--- src/rtl/led_ctrl_pkg.sv ---
// Shared types and constants for the LED controller: FSM state encoding,
// writedata field positions and the default register address.
// No logic; imported by led_ctrl.
package led_ctrl_pkg;

  // Encoding is visible to software through the readback register.
  typedef enum logic [1:0] {
    AUTO  = 2'd0,
    HOLD  = 2'd1,
    FORCE = 2'd2
  } led_state_e;

  // writedata field layout of the LED register
  localparam int PAT_LSB     = 0;
  localparam int PAT_W       = 4;
  localparam int STICKY_BIT  = 4;
  localparam int RELEASE_BIT = 5;
  localparam int BLINK_BIT   = 6;

  localparam logic [31:0] LED_ADDR_DEFAULT = 32'hFFFF_FF00;

endpackage

--- src/rtl/led_timer.sv ---
// Loadable down-counter with a zero flag; load has priority over enable.
// Latency: count updates on the edge after load/en; zero is combinational from the count.
// No backpressure; the counter saturates at zero.
module led_timer #(
  parameter int W = 8
) (
  input  logic         clk,
  input  logic         reset,
  input  logic         load,
  input  logic         en,
  input  logic [W-1:0] load_val,
  output logic         zero
);

  logic [W-1:0] cnt_d, cnt_q;

  // Next count: reload, decrement, or hold (never wraps below zero).
  always_comb begin
    cnt_d = cnt_q;
    if (load) begin
      cnt_d = load_val;
    end else if (en && (cnt_q != '0)) begin
      cnt_d = cnt_q - 1'b1;
    end
  end

  // Count register, cleared by synchronous reset.
  always_ff @(posedge clk) begin
    if (reset) begin
      cnt_q <= '0;
    end else begin
      cnt_q <= cnt_d;
    end
  end

  assign zero = (cnt_q == '0);

endmodule

--- src/rtl/led_ctrl.sv ---
// Board LED owner: automatic activity display vs CPU-written pattern (timed hold / sticky force).
// Latency: led is registered and reflects a bus write or state change on the next clk edge.
// No backpressure; writes are always accepted. Optional blink feature under macro LED_BLINK_EN.
module led_ctrl
  import led_ctrl_pkg::*;
#(
  parameter logic [31:0] LED_ADDR     = LED_ADDR_DEFAULT,
  parameter int          HOLD_CYCLES  = 50_000_000,
  parameter int          BLINK_CYCLES = 12_500_000,
  parameter int          CNT_W        = 6
) (
  input  logic             clk,
  input  logic             reset,
  input  logic             memwrite,
  input  logic [31:0]      dataadr,
  input  logic [31:0]      writedata,
  input  logic [CNT_W-1:0] auto_cnt,
  output logic [3:0]       led,
  output logic [31:0]      led_rdata,
  output logic             led_sel
);

  localparam int HOLD_W = $clog2(HOLD_CYCLES);
  localparam logic [HOLD_W-1:0] HOLD_LOAD = HOLD_W'(HOLD_CYCLES - 1);

  led_state_e       state_d, state_q;
  logic [PAT_W-1:0] pattern_d, pattern_q;
  logic             sticky_d, sticky_q;
  logic [3:0]       led_d, led_q;
  logic             wr, wr_rel, wr_acc;
  logic             hold_load, hold_en, hold_zero;
  logic             blink_mask, blink_bit;

  assign led_sel = (dataadr == LED_ADDR);
  assign wr      = memwrite && led_sel;
  // A release write wins over every other field and never touches the pattern.
  assign wr_rel  = wr && writedata[RELEASE_BIT];
  assign wr_acc  = wr && !writedata[RELEASE_BIT];

  // Next-state: a write always beats hold expiry, so there is no AUTO glitch on timer==0.
  always_comb begin
    state_d   = state_q;
    pattern_d = pattern_q;
    sticky_d  = sticky_q;
    hold_load = 1'b0;
    if (wr_rel) begin
      state_d = AUTO;
    end else if (wr_acc) begin
      pattern_d = writedata[PAT_LSB +: PAT_W];
      sticky_d  = writedata[STICKY_BIT];
      state_d   = writedata[STICKY_BIT] ? FORCE : HOLD;
      hold_load = !writedata[STICKY_BIT];
    end else begin
      case (state_q)
        AUTO:    state_d = AUTO;
        HOLD:    state_d = hold_zero ? AUTO : HOLD;
        FORCE:   state_d = FORCE;
        default: state_d = AUTO;
      endcase
    end
  end

  assign hold_en = (state_q == HOLD) && !hold_zero;

  led_timer #(.W(HOLD_W)) u_hold_timer (
    .clk      (clk),
    .reset    (reset),
    .load     (hold_load),
    .en       (hold_en),
    .load_val (HOLD_LOAD),
    .zero     (hold_zero)
  );

`ifdef LED_BLINK_EN
  localparam int BLINK_W = (BLINK_CYCLES > 1) ? $clog2(BLINK_CYCLES) : 1;
  localparam logic [BLINK_W-1:0] BLINK_LOAD = BLINK_W'(BLINK_CYCLES - 1);

  logic blink_d, blink_q, phase_d, phase_q;
  logic blink_load, blink_en, blink_zero;
  logic unused_wd;

  // Blink phase: restart "on" at every accepted write, flip each BLINK_CYCLES while shown.
  always_comb begin
    blink_d    = blink_q;
    phase_d    = phase_q;
    blink_load = 1'b0;
    blink_en   = 1'b0;
    if (wr_acc) begin
      blink_d    = writedata[BLINK_BIT];
      phase_d    = 1'b1;
      blink_load = 1'b1;
    end else if ((state_q != AUTO) && blink_q) begin
      if (blink_zero) begin
        phase_d    = !phase_q;
        blink_load = 1'b1;
      end else begin
        blink_en = 1'b1;
      end
    end
  end

  // Blink enable and phase registers.
  always_ff @(posedge clk) begin
    if (reset) begin
      blink_q <= 1'b0;
      phase_q <= 1'b0;
    end else begin
      blink_q <= blink_d;
      phase_q <= phase_d;
    end
  end

  led_timer #(.W(BLINK_W)) u_blink_timer (
    .clk      (clk),
    .reset    (reset),
    .load     (blink_load),
    .en       (blink_en),
    .load_val (BLINK_LOAD),
    .zero     (blink_zero)
  );

  assign blink_mask = blink_d && !phase_d;
  assign blink_bit  = blink_q;
  assign unused_wd  = ^writedata[31:7];
`else
  logic unused_wd;
  assign blink_mask = 1'b0;
  assign blink_bit  = 1'b0;
  assign unused_wd  = ^writedata[31:6];
`endif

  // LED drive is computed from the next state so it tracks events with one edge of latency.
  always_comb begin
    led_d = led_q;
    if (state_d == AUTO) begin
      led_d = 4'(auto_cnt >> 2);
    end else if (blink_mask) begin
      led_d = 4'h0;
    end else begin
      led_d = pattern_d;
    end
  end

  // Controller registers, cleared by synchronous reset.
  always_ff @(posedge clk) begin
    if (reset) begin
      state_q   <= AUTO;
      pattern_q <= '0;
      sticky_q  <= 1'b0;
      led_q     <= 4'h0;
    end else begin
      state_q   <= state_d;
      pattern_q <= pattern_d;
      sticky_q  <= sticky_d;
      led_q     <= led_d;
    end
  end

  assign led       = led_q;
  assign led_rdata = {24'b0, state_q, blink_bit, sticky_q, led_q};

endmodule

--- config.mk ---
export PLATFORM = sky130hd
export DESIGN_NAME = led_ctrl
export DESIGN_NICKNAME = d
export VERILOG_FILES = /design/src/rtl/led_ctrl_pkg.sv /design/src/rtl/led_timer.sv /design/src/rtl/led_ctrl.sv
export SDC_FILE = /design/constraint.sdc
export NUM_CORES = 1
export LEC_CHECK = 0
export ABC_AREA = 1
export BUFFER_PORTS_ARGS = -buffer_cell sky130_fd_sc_hd__buf_2
export CORE_UTILIZATION = 55
export DETAILED_ROUTE_END_ITERATION = 6
export PLACE_DENSITY = 0.87
export SETUP_SLACK_MARGIN = 0.2
export SLEW_MARGIN = 20
export SYNTH_ARGS = -nofsm -noshare
export SYNTH_HDL_FRONTEND = slang
export SYNTH_HIERARCHICAL = 1
export SYNTH_SLANG_ARGS = --single-unit
--- constraint.sdc ---
create_clock -name clk -period 6.11 [get_ports clk]
set_input_delay 0.611 -clock clk [delete_from_list [all_inputs] [get_ports clk]]
set_output_delay 0.611 -clock clk [all_outputs]
set_load 0.01 [all_outputs]
==> impl_metrics.ini, run 1 <==
[die]
start_util = 0.574
std_cell_rows = 27
ios = 110
die_w_um = 77.8
die_area_um2 = 6050
die_h_um = 77.8
core_area_um2 = 5510

[timing]
max_slew_margin = 0.461
setup_tns_ns = 0
setup_viol = 0
finalHoldViolCount = 0
min_period_over_period = 0.554
fmax_mhz = 296
tightest_slew_ns = 0.803
rsz0062_at_grt = no
period_needed_ns = 3.38
slew_viol_final = 0
finClkSkew_ns = 0.00658

[critical_path]
cpPeakStageDelay_ns = 0.72
crit_top_cell = nand2_1
worstSetupStartpointType = input pin
critical_path_class = in2reg
cp_cell_sequence = buf_2 -> nand2_1 -> nor4_1 -> nor4b_2 -> nand2_1 -> nor3_2 -> buf_4 -> clkinv_1 -> nand3_1 -> inv_1 -> nand2_1 -> nand2_1 -> a21oi_1
arrival_ns = 3.61
crit_fanout = 28
endpoint_kind = flip-flop
worst_path_max_delay_cell = clkinv_1
cp.required_ns = 6.34

[yosys]
yosysWarnings = 6
synth_cells = 546
synth_cell_type_count = 38
yosys_register_bits = 37
yosys.area.top_type = dfxtp_1
synth_area_per_cell_um2 = 5.79
synth_top_area_frac = 0.234
syn_area_um2 = 3160
synth_area_leaders = dfxtp_1, nand2_1, nor2_1
ys_seq_area_frac = 0.234

[clock_network]
numClockSinks = 37
cts_setup_buffers = 0
cts_hold_buf = 0
cts_root_buf = clkbuf_8
path_clk_slew_ns = 0.08
cts.repair.resized = 0
cts_made_buffers = 5
clk_latency_ns = 0.29
clk_path_buf_depth = 2
cts_tree = yes
cts.htree.levels = 2

[final_layout]
layout_commonest_cell = nand2_1
seqCellArea_um2 = 741
antenna-diode-count = 0
fin_cells = 691
final_nets = 693
drive_above_1_share = 0.171
area_delta_synth_final_pct = 11.7
utilization = 0.641
multiInputGateArea_um2 = 2070
fill_cells = 521
final_area_um2 = 3530
mostFrequentLayoutCells = nand2_1, nor2_1, inv_1

[route]
wl_mm = 7.17
ant_nets = 0
routedWlPerCell_um = 10.4
drtIter0Drc = 137
vias = 3360
firstDrtPassIters = 5
drc_errors = 0
routed_via_density = 4.86

[power]
leakage_nw = 1.90
power_density_nw_per_um2 = 134
irDropWorstVdd_mv = 0.125

[grt]
grt_pass1_wl_mm = 12.2
grt_overflow = 0
grt_pass1_vias = 2926
antenna_found_initial = 0
track_usage = 0.245
grt_max_degree = 31

[hold_path]
hp-class = reg2reg

[placement]
detailed_place_hpwl_mm = 5.40
placed_cells = 684
globalplace.congestion = 0.861
port_buffers = 56
place_area_um2 = 3440

[outcome]
outcome = finished clean

[run]
drv_cap = 0
-- cell usage after synthesis, drive strengths merged --
library cell and number:
xor2 3, nand3 44, nor2 110, clkdlybuf4s25 1
o2111ai 1, a21oi 22, xnor2 1, ha 1
conb 2, inv 62, a21boi 1, nor4b 1
o21bai 2, or2 2, nand2 186, nand4 10
nor4 1, nor3 4, clkinv 3, clkbuf 6
dfxtp 37, buf 33, o21ai 13
-- flip-flops by register name, indices dropped and copies added, names as in the netlist --
| signal | count |
|---|---|
| sticky_q | 1 |
| u_hold_timer/cnt_q | 26 |
| pattern_q | 4 |
| led | 4 |
| state_q | 2 |
-- kinds of logic after synthesis --
family,Yosys count,share of synthesized area
other cells,2,0.00238
fa+ha+maj,1,0.00396
xor+xnor,4,0.0111
compound gates,39,0.0737
simple gates,358,0.504
flops,37,0.234
buf+inv,105,0.170
-- stage by stage --
stage          worst slack, ns  hold WS (ns)  total power [mW]
2_1_floorplan             3.62         0.445             0.288
3_3_place_gp              2.43         0.451             0.296
3_5_place_dp              2.42         0.465             0.298
4_1_cts                   2.72         0.476             0.475
5_1_grt                   2.38         0.500             0.491
6_report                  2.73         0.471             0.473
-- power by group --
part / total [mW] / switching [mW] / internal [mW]
registers: 0.243 / 0.000629 / 0.242
logic: 0.0502 / 0.0329 / 0.0173
clock network: 0.180 / 0.0907 / 0.0893
total: 0.473 / 0.124 / 0.349
-- layer usage --
| metal | GRT usage | up-vias | wire length, µm |
|---|---|---|---|
| met1 | 0.273 | 1502 | 3070 |
| li1 | - | 1756 | - |
| met5 | 0 | - | 0 |
| met3 | 0.0282 | 7 | 349 |
| met2 | 0.476 | 95 | 3670 |
| met4 | 0.0774 | 0 | 91 |
-- layout make-up --
class,instances,share of cell area
Clock buffer,6,0.0234
Clock inverter,1,0.00213
Inverter,65,0.0709
Multi-Input combinational cell,453,0.587
Sequential cell,37,0.210
Tap cell,72,0.0255
Timing Repair Buffer,57,0.0816
-- worst max-delay path: cells and delay by family --
kind,cells,cell delay (ns)
AO/OA/AOI/OAI,1,0.10
buffers and inverters,4,1.27
AND/OR/NAND/NOR,8,1.62
-- final timing paths --
kind         cells after the start                            endpoint  slack, ns                               start
min                              2               sticky_q$_SDFFE_PP0P_       0.47               sticky_q$_SDFFE_PP0P_
max                             13  u_hold_timer/cnt_q[1]$_SDFFE_PP0P_       2.73                         dataadr[23]
max reg2reg                     14  u_hold_timer/cnt_q[1]$_SDFFE_PP0P_       3.35  u_hold_timer/cnt_q[0]$_SDFFE_PP0P_
min reg2reg                      2               sticky_q$_SDFFE_PP0P_       0.47               sticky_q$_SDFFE_PP0P_
No activity file was read; power rests on OpenSTA's default activity.
==> inputs of run 2 (changes only) <==
CORE_UTILIZATION = 51   (was 55)
PLACE_DENSITY = 0.81   (was 0.87)
clock period = 3.15 ns   (was 6.11 ns; I/O delays follow)
==> run 2 against run 1 <==
Compared with the run above:
- cell count is 0.72% higher
- worst setup slack worse by 1.9 ns
- combinational power is 92% higher
- register-to-register slack worse by 2.6 ns
- flip-flop and latch count did not move
- critical endpoint is now u_hold_timer/cnt_q[2]$_SDFFE_PP0P_
- first-iteration DRC count is 6.6% higher
- count of clock-buffer cells in the layout did not move
- non-clock buffer count up 2
- highest routed layer unchanged
- critical path depth grew 2
- utilization decreased by 4.5 points
- clock skew is 0.0040 ns higher
- design area increased by 0.53%
==> impl_metrics.ini, run 2 (synthesized netlist as in run 1, its figures left out) <==
[critical_path]
arrival_ns = 2.52
crit_fanout = 16
reg2reg_to = u_hold_timer/cnt_q[2]$_SDFFE_PP0P_
worstSetupStartpointType = flip-flop
reg2reg_depth = 15
regToRegSetupSlack_ns = 0.78
critical_path_class = reg2reg
endpoint_kind = flip-flop
cp.required_ns = 3.30
timing.rr.start = u_hold_timer/cnt_q[0]$_SDFFE_PP0P_

[grt]
grt_max_degree = 31
antenna_found_initial = 0
grt_pass1_vias = 2944
grt_overflow = 0
track_usage = 0.245
grt_pass1_wl_mm = 12.6

[clock_network]
cts_hold_buf = 0
cts.repair.resized = 0
clk_latency_ns = 0.30
cts.htree.levels = 2
clk_path_buf_depth = 2
cts_made_buffers = 5
cts_root_buf = clkbuf_8
path_clk_slew_ns = 0.08
numClockSinks = 37
cts_setup_buffers = 0
cts_tree = yes

[timing]
finClkSkew_ns = 0.0105
period_needed_ns = 2.37
setup_viol = 0
finalHoldViolCount = 0
tightest_slew_ns = 0.637
fmax_mhz = 422
setup_tns_ns = 0
max_slew_margin = 0.576
slew_viol_final = 0
rsz0062_at_grt = no
min_period_over_period = 0.752

[final_layout]
mostFrequentLayoutCells = nand2_1, nor2_1, inv_1
largest_reg_flops = 26
layout_commonest_cell = nand2_1
drive_above_1_share = 0.174
top_register = u_hold_timer/cnt_q
area_delta_synth_final_pct = 12.3
fill_cells = 611
antenna-diode-count = 0
final_nets = 695

[die]
die_h_um = 80.7
die_w_um = 80.7
start_util = 0.530
ios = 110
std_cell_rows = 28
core_area_um2 = 5960
die_area_um2 = 6510

[route]
routed_via_density = 4.78
vias = 3326
ant_nets = 0
wl_mm = 7.24
drtIter0Drc = 146
drc_errors = 0
routedWlPerCell_um = 10.4
firstDrtPassIters = 4

[power]
p_switching_uw = 241
pwr-share-comb = 0.105
internal_power_uw = 677
swShare = 0.262
irDropWorstVdd_mv = 0.239
leakage_nw = 1.91
pwr-share-seq = 0.513
total_power_uw = 917
power_density_nw_per_um2 = 259
clock_power_share = 0.381

[hold_path]
hp-class = in2reg
min_path_cells = 5
hold_end = led[3]$_SDFF_PP0_
min-delay-start = auto_cnt[5]

[run]
drv_cap = 0

[placement]
detailed_place_hpwl_mm = 5.46
port_buffers = 56
globalplace.congestion = 0.876

[outcome]
outcome = finished clean
-- run 2: critical path, stage by stage (launching register included) --
cell and delay [ns]:
dfxtp_1 0.33, inv_1 0.07, ha_1 0.26, nand2_2 0.14, nor2_4 0.08, nand2_4 0.09
clkinv_2 0.09, nand3_1 0.11, nor2_1 0.05, nor3_1 0.17, buf_4 0.18, nand2_8 0.09
nand2_4 0.19, clkinv_4 0.20, nand2_1 0.10, a21oi_1 0.07
-- run 2: power by group through the flow --
stage,sequential (mW),combinational (mW),clock [mW]
floorplan,0.484,0.0756,0
global placement,0.482,0.0927,0
detailed placement,0.482,0.0948,0
CTS,0.471,0.0951,0.362
global route,0.471,0.110,0.378
finish,0.471,0.0964,0.350
-- run 2: worst max path at each step --
stage                                            start                             endpoint  depth (start not counted)
CTS                 u_hold_timer/cnt_q[0]$_SDFFE_PP0P_   u_hold_timer/cnt_q[2]$_SDFFE_PP0P_                         15
global route                               dataadr[25]   u_hold_timer/cnt_q[1]$_SDFFE_PP0P_                         12
detailed placement                          dataadr[3]   u_hold_timer/cnt_q[2]$_SDFFE_PP0P_                         11
finish              u_hold_timer/cnt_q[0]$_SDFFE_PP0P_   u_hold_timer/cnt_q[2]$_SDFFE_PP0P_                         15
global placement                            dataadr[3]  u_hold_timer/cnt_q[12]$_SDFFE_PP0P_                         11
floorplan           u_hold_timer/cnt_q[0]$_SDFFE_PP0P_   u_hold_timer/cnt_q[1]$_SDFFE_PP0P_                         14
-- run 2: routing by layer --
layer | GRT usage | wire length, µm | up-vias | part of all wire
li1 | - | - | 1761 | -
met1 | 0.275 | 3180 | 1473 | 0.44
met2 | 0.462 | 3650 | 80 | 0.50
met3 | 0.0386 | 293 | 12 | 0.040
met4 | 0.0893 | 113 | 0 | 0.016
met5 | 0 | 0 | - | 0
-- run 2: area by class of cell --
cell class	instances	area, µm²	area share
clock inverter	1	7.51	0.00212
clock buffer	6	82.6	0.0233
tap	75	93.8	0.0265
timing repair buffer	59	303	0.0854
inverter	65	250	0.0705
sequential	37	741	0.209
multi-input combinational	453	2070	0.583
-- run 2: per-stage QoR --
step	hold slack, ns	instances	util	worst slack [ns]	area (µm²)
6_report	0.341	696	0.596	0.781	3550
2_1_floorplan	0.445	595	-	0.819	3340
3_5_place_dp	0.461	689	0.580	0.503	3460
3_3_place_gp	0.457	689	0.580	0.547	3460
4_1_cts	0.332	696	0.596	0.791	3550
5_1_grt	0.365	696	0.596	0.497	3550
==> inputs of run 3 (changes only) <==
ABC_AREA = 0   (was 1)
CORE_UTILIZATION = 48   (was 51)
clock period = 2.45 ns   (was 3.15 ns; I/O delays follow)
==> run 3 against run 2 <==
Compared with the run above:
- the flow now finishes with violations (negative setup slack)
- design area is 9.1% higher
- register-to-register slack worse by 1.0 ns
- synthesized cell count is 46% lower
- total power is 49% higher
- largest cell class unchanged
==> impl_metrics.ini, run 3 <==
[yosys]
ys.flop_type = dfxtp_1
synth_area_leaders = dfxtp_1, buf_4, nor2_1
synth_top_area_frac = 0.298
synth-async-reset-ratio = 0
yosysWarnings = 6
synth_area_per_cell_um2 = 8.48
synth-edff-count = 0
yosys.area.top_type = dfxtp_1
synth_cells = 293
yosysMostFrequentCell = nor2_1
ys_seq_area_frac = 0.298
yosys_register_bits = 37
synth_common_cells = nor2_1, dfxtp_1, buf_4, clkbuf_1, inv_1
syn_area_um2 = 2480
synth_cell_type_count = 58

[final_layout]
layout_commonest_cell = buf_2
final_nets = 505
mostFrequentLayoutCells = buf_2, conb_1, buf_4
largest_reg_flops = 26
antenna-diode-count = 0
drive_above_1_share = 0.479
area_delta_synth_final_pct = 55.8
top_register = u_hold_timer/cnt_q
final_area_um2 = 3870
utilization = 0.798

[timing]
period_needed_ns = 2.71
max_slew_margin = 0.399
fin_ws_ns = -0.258
fin_hold_ws_ns = 0.210
setup_tns_ns = -5.02
rsz0062_at_grt = yes
finalHoldViolCount = 0
slew_viol_final = 0
tightest_slew_ns = 0.901
fmax_mhz = 369
setup_viol = 31
finClkSkew_ns = 0.00534
min_period_over_period = 1.11

[clock_network]
clk_path_buf_depth = 2
cts_hold_buf = 0
cts_tree = yes
cts_made_buffers = 5
numClockSinks = 37
path_clk_slew_ns = 0.08
clk_latency_ns = 0.31
cts.htree.levels = 2
cts_root_buf = clkbuf_8

[critical_path]
timing.rr.start = u_hold_timer/cnt_q[1]$_SDFFE_PP0P_
cpPeakStageDelay_ns = 0.48
worstSetupStartpointType = flip-flop
critical_path_class = reg2reg
crit_fanout = 5
crit_start = u_hold_timer/cnt_q[1]$_SDFFE_PP0P_
cp_cell_sequence = inv_2 -> ha_4 -> or4b_4 -> or4_4 -> nor2_4 -> nor3b_4 -> and3_4 -> a21boi_4 -> buf_6 -> a31o_1 -> a311oi_2
arrival_ns = 2.92
cp.required_ns = 2.67
endpoint_kind = flip-flop
worst_path_max_delay_cell = or4_4
regToRegSetupSlack_ns = -0.26

[power]
total_power_mw = 1.37
power_density_nw_per_um2 = 354
irDropWorstVdd_mv = 0.351
leakage_nw = 1.74

[route]
ant_nets = 0
routedWlPerCell_um = 20.5
drtIter0Drc = 405
firstDrtPassIters = 5
vias = 3070
wl_mm = 10.2
drc_errors = 0
routed_via_density = 6.15

[die]
die_area_um2 = 5470
die_h_um = 74.0
start_util = 0.513
core_area_um2 = 4850
die_w_um = 74.0
std_cell_rows = 25
ios = 110

[placement]
place_area_um2 = 3260
detailed_place_hpwl_mm = 4.88
port_buffers = 56
globalplace.congestion = 0.793

[grt]
grt_pass1_wl_mm = 14.0
grt_overflow = 0
grt_pass1_vias = 2754
grt_max_degree = 40
track_usage = 0.345
antenna_found_initial = 0

[outcome]
outcome = finished with violations
violations = negative setup slack

[run]
drv_cap = 0

[hold_path]
min-delay-start = auto_cnt[5]
hp-class = in2reg
-- run 3: cell types whose count changed after synthesis, moves of 10 or more --
cell,before,now
nand2_1,171,5
o21ai_0,13,3
nand2_2,10,0
nand3_1,43,0
a211oi_1,0,11
or3_1,0,10
nor2_1,102,39
inv_1,60,12
-- run 3: metal layers --
layer	vias to the layer above	global-route usage	wire length [µm]
li1	1288	-	-
met1	1417	0.391	3620
met2	268	0.578	4930
met3	97	0.0935	870
met4	0	0.214	810
met5	-	0	0
-- run 3: where the power goes --
part           switching [mW]  internal, mW
Sequential            0.00112         0.604
Clock                   0.245         0.405
Combinational          0.0726        0.0423
Total                   0.318          1.05
-- run 3: stage by stage --
stage	cells	setup slack, ns
2_1_floorplan	342	-0.270
3_3_place_gp	475	-0.162
3_5_place_dp	475	-0.262
4_1_cts	494	-0.150
5_1_grt	499	-0.338
6_report	499	-0.258
-- run 3: cell families (layout without fill, tap and decap cells) --
family / count (synthesis) / count (layout) / synth area share
simple gates: 118 / 118 / 0.299
compound gates: 62 / 63 / 0.202
buf+inv: 59 / 148 / 0.138
flops: 37 / 37 / 0.298
xor+xnor: 7 / 7 / 0.0247
mux: 7 / 7 / 0.0297
other cells: 2 / 51 / 0.00302
fa+ha+maj: 1 / 1 / 0.00503
-- run 3: area by class of cell --
cell class | instances | area (µm²)
Tap cell | 67 | 83.8
Clock buffer | 5 | 68.8
Sequential cell | 37 | 744
Inverter | 13 | 53.8
Fill cell | 264 | 977
Clock inverter | 3 | 65.1
Timing Repair Buffer | 127 | 897
Multi-Input combinational cell | 247 | 1960
-- run 3: final timing paths --
path	endpoint	cells past startpoint
setup / recovery	u_hold_timer/cnt_q[21]$_SDFFE_PP0P_	11
hold / removal	led[3]$_SDFF_PP0_	2
setup reg to reg	u_hold_timer/cnt_q[21]$_SDFFE_PP0P_	11
hold reg to reg	sticky_q$_SDFFE_PP0P_	2
-- run 3: repair_timing --
| item | 4_1_cts | 5_1_grt |
|---|---|---|
| gates resized for setup | 52 | 25 |
| hold endpoints to repair | 0 | 0 |
| buffers inserted | 10 | 5 |
| gates cloned | 1 | 0 |
| pin swaps | 23 | 20 |
| setup endpoints to repair | 30 | 31 |
-- run 3: critical path: cells and delay by family, from the launching register on --
kind,cells,cell delay [ns]
adder cells (fa/ha/maj),1,0.13
flip-flops,1,0.33
buffers and inverters,2,0.20
AO/OA/AOI/OAI,3,0.60
AND/OR/NAND/NOR,5,1.35
